[config.mk]
export PLATFORM = sky130hd
export DESIGN_NAME = ofm_readout_engine
export DESIGN_NICKNAME = d
export VERILOG_FILES = /design/src/rtl/ofm_readout_engine.sv
export SDC_FILE = /design/constraint.sdc
export NUM_CORES = 1
export LEC_CHECK = 0
export CAP_MARGIN = 20
export CORE_UTILIZATION = 25
export CTS_CLUSTER_SIZE = 24
export DETAILED_ROUTE_END_ITERATION = 6
export GPL_TIMING_DRIVEN = 0
export PLACE_DENSITY_LB_ADDON = 0.2
export SETUP_SLACK_MARGIN = 0.05
export SYNTH_ARGS = -nofsm -noshare
export SYNTH_HDL_FRONTEND = slang
export SYNTH_SLANG_ARGS = --single-unit
[constraint.sdc]
create_clock -name clk -period 13.2 [get_ports clk]
set_input_delay 3.96 -clock clk [delete_from_list [all_inputs] [get_ports clk]]
set_output_delay 3.96 -clock clk [all_outputs]
set_load 0.01 [all_outputs]
[src/rtl/ofm_readout_engine.sv]
// ofm_readout_engine
// Drains a contiguous word range of the OFM dual-port RAM after the CNN
// signals completion, and streams it one word per beat over valid/ready.
// A 2-entry output buffer with credit-based read issue sustains one word
// per cycle under continuous ready and never overflows under backpressure.
//
// Ports:
//   clk, rst          clock (rising edge), asynchronous active-high reset
//   start             single-cycle request (typically done_CNN)
//   cfg_base_addr     first OFM word address, latched on accepted start
//   cfg_num_words     number of words to stream, latched on accepted start
//   ram_rd_en         OFM RAM port-A read enable
//   ram_addr          OFM RAM port-A address
//   ram_rd_data       RAM read data, valid one cycle after ram_rd_en
//   m_valid/m_ready   output handshake
//   m_data, m_last    output word and final-word marker
//   busy              high from accepted start until completion
//   done              one-cycle completion pulse
//   err               one-cycle pulse with done when the range was rejected
module ofm_readout_engine #(
  parameter int unsigned DATA_WIDTH   = 64,
  parameter int unsigned OFM_RAM_SIZE = 2378675,
  localparam int unsigned ADDR_WIDTH  = $clog2(OFM_RAM_SIZE),
  localparam int unsigned FIFO_DEPTH  = 2
) (
  input  logic                  clk,
  input  logic                  rst,
  input  logic                  start,
  input  logic [ADDR_WIDTH-1:0] cfg_base_addr,
  input  logic [ADDR_WIDTH-1:0] cfg_num_words,
  output logic                  ram_rd_en,
  output logic [ADDR_WIDTH-1:0] ram_addr,
  input  logic [DATA_WIDTH-1:0] ram_rd_data,
  output logic                  m_valid,
  input  logic                  m_ready,
  output logic [DATA_WIDTH-1:0] m_data,
  output logic                  m_last,
  output logic                  busy,
  output logic                  done,
  output logic                  err
);

  localparam logic [1:0] S_IDLE  = 2'd0;
  localparam logic [1:0] S_RUN   = 2'd1;
  localparam logic [1:0] S_DRAIN = 2'd2;
  localparam logic [1:0] S_FIN   = 2'd3;

  localparam int unsigned CNT_W = 2;
  localparam int unsigned CRD_W = 3;
  localparam logic [ADDR_WIDTH:0] RAM_SIZE_W = (ADDR_WIDTH+1)'(OFM_RAM_SIZE);

  logic [1:0]            state_q, state_d;
  logic                  rej_q, rej_d;
  logic [ADDR_WIDTH-1:0] addr_q;
  logic [ADDR_WIDTH-1:0] issued_q;
  logic [ADDR_WIDTH-1:0] num_q;
  logic                  inflight_q;
  logic                  inflight_last_q;
  logic [DATA_WIDTH-1:0] fifo_data_q [FIFO_DEPTH];
  logic                  fifo_last_q [FIFO_DEPTH];
  logic                  wr_ptr_q;
  logic                  rd_ptr_q;
  logic [CNT_W-1:0]      count_q;
  logic                  done_q, err_q, busy_q;

  logic                  accept_c;
  logic                  pop_c;
  logic                  issue_c;
  logic                  issue_last_c;
  logic [CRD_W-1:0]      credit_c;
  logic [ADDR_WIDTH:0]   end_addr_c;
  logic                  range_bad_c;

  // Handshake, credit and issue decisions for the current cycle
  always_comb begin
    accept_c     = (state_q == S_IDLE) && start;
    pop_c        = (count_q != '0) && m_ready;
    // Slots left once buffered words and the in-flight read land; a pop this
    // cycle frees one, which is what lets the stream run back-to-back.
    credit_c     = CRD_W'(FIFO_DEPTH) - CRD_W'(count_q) - CRD_W'(inflight_q) + CRD_W'(pop_c);
    issue_c      = (state_q == S_RUN) && (issued_q < num_q) && (credit_c != '0);
    issue_last_c = (issued_q == num_q - ADDR_WIDTH'(1));
    end_addr_c   = {1'b0, cfg_base_addr} + {1'b0, cfg_num_words};
    range_bad_c  = end_addr_c > RAM_SIZE_W;
  end

  // Next-state logic
  always_comb begin
    state_d = state_q;
    rej_d   = rej_q;
    case (state_q)
      S_IDLE: begin
        if (start) begin
          rej_d = 1'b0;
          if (cfg_num_words == '0) begin
            state_d = S_FIN;
          end else if (range_bad_c) begin
            state_d = S_FIN;
            rej_d   = 1'b1;
          end else begin
            state_d = S_RUN;
          end
        end
      end
      S_RUN: begin
        if (issue_c && issue_last_c) state_d = S_DRAIN;
      end
      S_DRAIN: begin
        if (!inflight_q && (count_q == '0)) state_d = S_FIN;
      end
      S_FIN: begin
        state_d = S_IDLE;
      end
      default: begin
        state_d = S_IDLE;
      end
    endcase
  end

  // State and status outputs; done/err are registered copies of FIN entry
  always_ff @(posedge clk or posedge rst) begin
    if (rst) begin
      state_q <= S_IDLE;
      rej_q   <= 1'b0;
      done_q  <= 1'b0;
      err_q   <= 1'b0;
      busy_q  <= 1'b0;
    end else begin
      state_q <= state_d;
      rej_q   <= rej_d;
      done_q  <= (state_d == S_FIN);
      err_q   <= (state_d == S_FIN) && rej_d;
      busy_q  <= (state_d != S_IDLE);
    end
  end

  // Address generation and read tracking
  always_ff @(posedge clk or posedge rst) begin
    if (rst) begin
      addr_q          <= '0;
      issued_q        <= '0;
      num_q           <= '0;
      inflight_q      <= 1'b0;
      inflight_last_q <= 1'b0;
    end else begin
      if (accept_c) begin
        addr_q   <= cfg_base_addr;
        num_q    <= cfg_num_words;
        issued_q <= '0;
      end else if (issue_c) begin
        addr_q   <= addr_q + ADDR_WIDTH'(1);
        issued_q <= issued_q + ADDR_WIDTH'(1);
      end
      inflight_q      <= issue_c;
      inflight_last_q <= issue_c && issue_last_c;
    end
  end

  // Output buffer: push lands the in-flight read, pop on accepted beat
  always_ff @(posedge clk or posedge rst) begin
    if (rst) begin
      for (int i = 0; i < int'(FIFO_DEPTH); i++) begin
        fifo_data_q[i] <= '0;
        fifo_last_q[i] <= 1'b0;
      end
      wr_ptr_q <= 1'b0;
      rd_ptr_q <= 1'b0;
      count_q  <= '0;
    end else begin
      if (inflight_q) begin
        fifo_data_q[wr_ptr_q] <= ram_rd_data;
        fifo_last_q[wr_ptr_q] <= inflight_last_q;
        wr_ptr_q              <= ~wr_ptr_q;
      end
      if (pop_c) rd_ptr_q <= ~rd_ptr_q;
      count_q <= count_q + CNT_W'(inflight_q) - CNT_W'(pop_c);
    end
  end

  assign ram_rd_en = issue_c;
  assign ram_addr  = addr_q;
  assign m_valid   = (count_q != '0);
  assign m_data    = fifo_data_q[rd_ptr_q];
  assign m_last    = fifo_last_q[rd_ptr_q];
  assign busy      = busy_q;
  assign done      = done_q;
  assign err       = err_q;

endmodule

==> metrics <==
yosys warns 0; Tmin final 12.09 ns; I/O pin count 204; reg-to-reg startpoint count_q[1]; Worst Setup Start Kind primary input; core area 47700 um^2; GRT Residual Overflow 0; TNS Setup 0 ns; status complete, no violations; top-count cell post-synth dfrtp_1; # DRC 0; Critical Path AT 8.13 ns; critical path class in2out; number of synthesized flops with an enable pin 0; layout cells sized above 1 19.1%; first-pass GRT wire length 58.3 mm; GP Congestion 0.846; achievable frequency 82.7 MHz; Total Wirelength 36.9 mm; CP Capture Type output port; Required @ worst endpoint 9.24 ns; PD cells 232 nW/um^2; Buf/Inv on CP 4; Min-Delay Path Class reg2reg; clk_lat worst skew 0.56 ns; synthesized flop and latch total 208; nets 1559; top post-synthesis cells by area dfrtp_1 43%, mux2_2 18%, ha_1 5.2%; Die Area 49300 um^2; Top FF cell, synth dfrtp_1; largest net degree at the start of global routing 95; Mean Syn Cell Area 10.4 um^2; CTS tree built; CP Cell Sequence clkdlybuf4s50_1 -> nand2_1 -> fa_1 -> ha_1 -> a311oi_1 -> nand2_1 -> a21oi_1 -> nand2_1 -> clkbuf_1 -> inv_1 -> clkdlybuf4s50_1; Initial Utilization 25.3%; n_diodes 0; chip width 222 um; CTS HTree Levels 1; final setup fails 0; DRT Pass-1 Iters 5; total of max-cap violations 0; Slowest-stage cell, CP a21oi_1; fin crit share 91.6%; Die Span Y 222 um; Layout area overhead 32.1%; FFs w/ async S/R, synth 100%; post-synth cell types 73; Crit path max-delay family buffers and inverters; Design Area, Final 16000 um^2; Worst-Margin Slew 0.940 ns; R2R depth 12; worst relative slew slack 37.4%; Max Slew Vio Count 0; sequential cell area fraction in the yosys report 43.0%; total CTS buffers 27; static leakage 6.46 nW; count of cells resized by post-cts repair 0; Area after DPL 15000 um^2; via count 9772; Worst Hold Launch rej_q; Levels on crit path 11; hold slack 0.479 ns; row count 80; Mapped Cells 1161; hold_buf cts 0; initial drt markers 528; Synthesized Nets 1325; Vias/cell 4.81; Final Skew 0.0151 ns; Final Hold Fails 0; critical path fanouts, max 10; antenna-violating nets left 0; Mapped Area 12100 um^2; clock-pin transition on the worst setup and hold timing paths 0.06 ns; Total Routing Usage GR 15.0%; Peak VDD IR 105 uV; Setup Buffers After CTS 0; DP Wirelength 28.0 mm; Post-synth top cells 208 x dfrtp_1, 197 x mux2_2, 97 x nand2_1; CP peak stage delay 0.75 ns; post-synth top area cell dfrtp_1; Root Driver clkbuf_16; clock sink count 208; port buffer count 203; DR WL/cell 18.2 um; vias in the first global route 9796; top-area cell type share of the netlist area 43.0%; RSZ-0062 raised after global routing no; WHS Path Cells 2; initial antenna violation count 0; Most common cell on crit path nand2_1; clk buf depth 3; Setup crit start m_ready
sequential cells by signal, indices dropped and copies added (netlist names):
register	cells
err	1
rej_q	1
num_q	22
inflight_q	1
done	1
ram_addr	22
busy	1
fifo_last_q	2
fifo_data_q	128
wr_ptr_q	1
count_q	2
state_q	2
inflight_last_q	1
rd_ptr_q	1
issued_q	22
layout by cell type (no fill, tap or decap), types with 35 or more instances in the layout:
cell,n
inv_1,38
ha_1,50
nor2_1,66
o21ai_0,79
clkbuf_1,47
clkdlybuf4s50_1,203
a21oi_1,56
nand3_1,35
mux2_2,197
dfrtp_1,208
nand2_1,97
cell type report:
cell class	count	area (um^2)
fillers	4860	31800
multi-input cells	868	6580
flip-flops and latches	208	5200
repair buffers	205	2090
well taps	615	769
clock buffers	34	742
clock inverters	16	284
plain buffers	46	174
inverters	39	154
where the power goes:
part	switching [mW]	internal, mW
logic	0.824	0.930
clock network	0.303	0.537
registers	0.185	0.927
kinds of logic (layout without fill, tap and decap cells):
group	count (synthesis)	count (layout)	synth area share (%)
AND/OR/NAND/NOR	340	340	14.5
XOR/XNOR	57	57	4.19
multiplexers	208	208	19.2
AO/OA/AOI/OAI	211	211	10.9
adder cells (fa/ha/maj)	52	52	5.50
buffers and inverters	85	340	2.65
flip-flops	208	208	43.0
worst paths after layout:
path,end,slack [ns]
setup / recovery,ram_rd_en,1.11
hold / removal,rej_q,0.48
setup reg to reg,ram_addr[0],9.13
hold reg to reg,rej_q,0.48
max in group asynchronous,fifo_data_q[4],8.64
min in group asynchronous,fifo_data_q[34],3.77
metal layers:
metal  up-vias  GRT usage (%)  part of all wire, %
li1       4689              -                    -
met1      4790           21.1                   48
met2       257           23.7                   46
met3        36           2.77                  4.9
met4         0           3.11                  1.8
met5         -              0                    0
through the flow:
stage	utilization, %	setup slack, ns	power [mW]	instances
after global placement	31.2	0.0909	2.87	1979
after detailed placement	31.3	1.18	2.90	1981
after global routing	33.5	0.909	3.97	2031
after floorplan	-	3.26	2.14	1161
after CTS	33.5	1.16	3.77	2031
final	33.5	1.11	3.71	2031
tightest hold or removal path, delay by kind of cell, from the launching register on:
| family | cells | cell delay (ns) |
|---|---|---|
| flip-flops | 1 | 0.33 |
| AO/OA/AOI/OAI | 1 | 0.07 |
| AND/OR/NAND/NOR | 1 | 0.05 |
(Power assumes the default switching activity.)
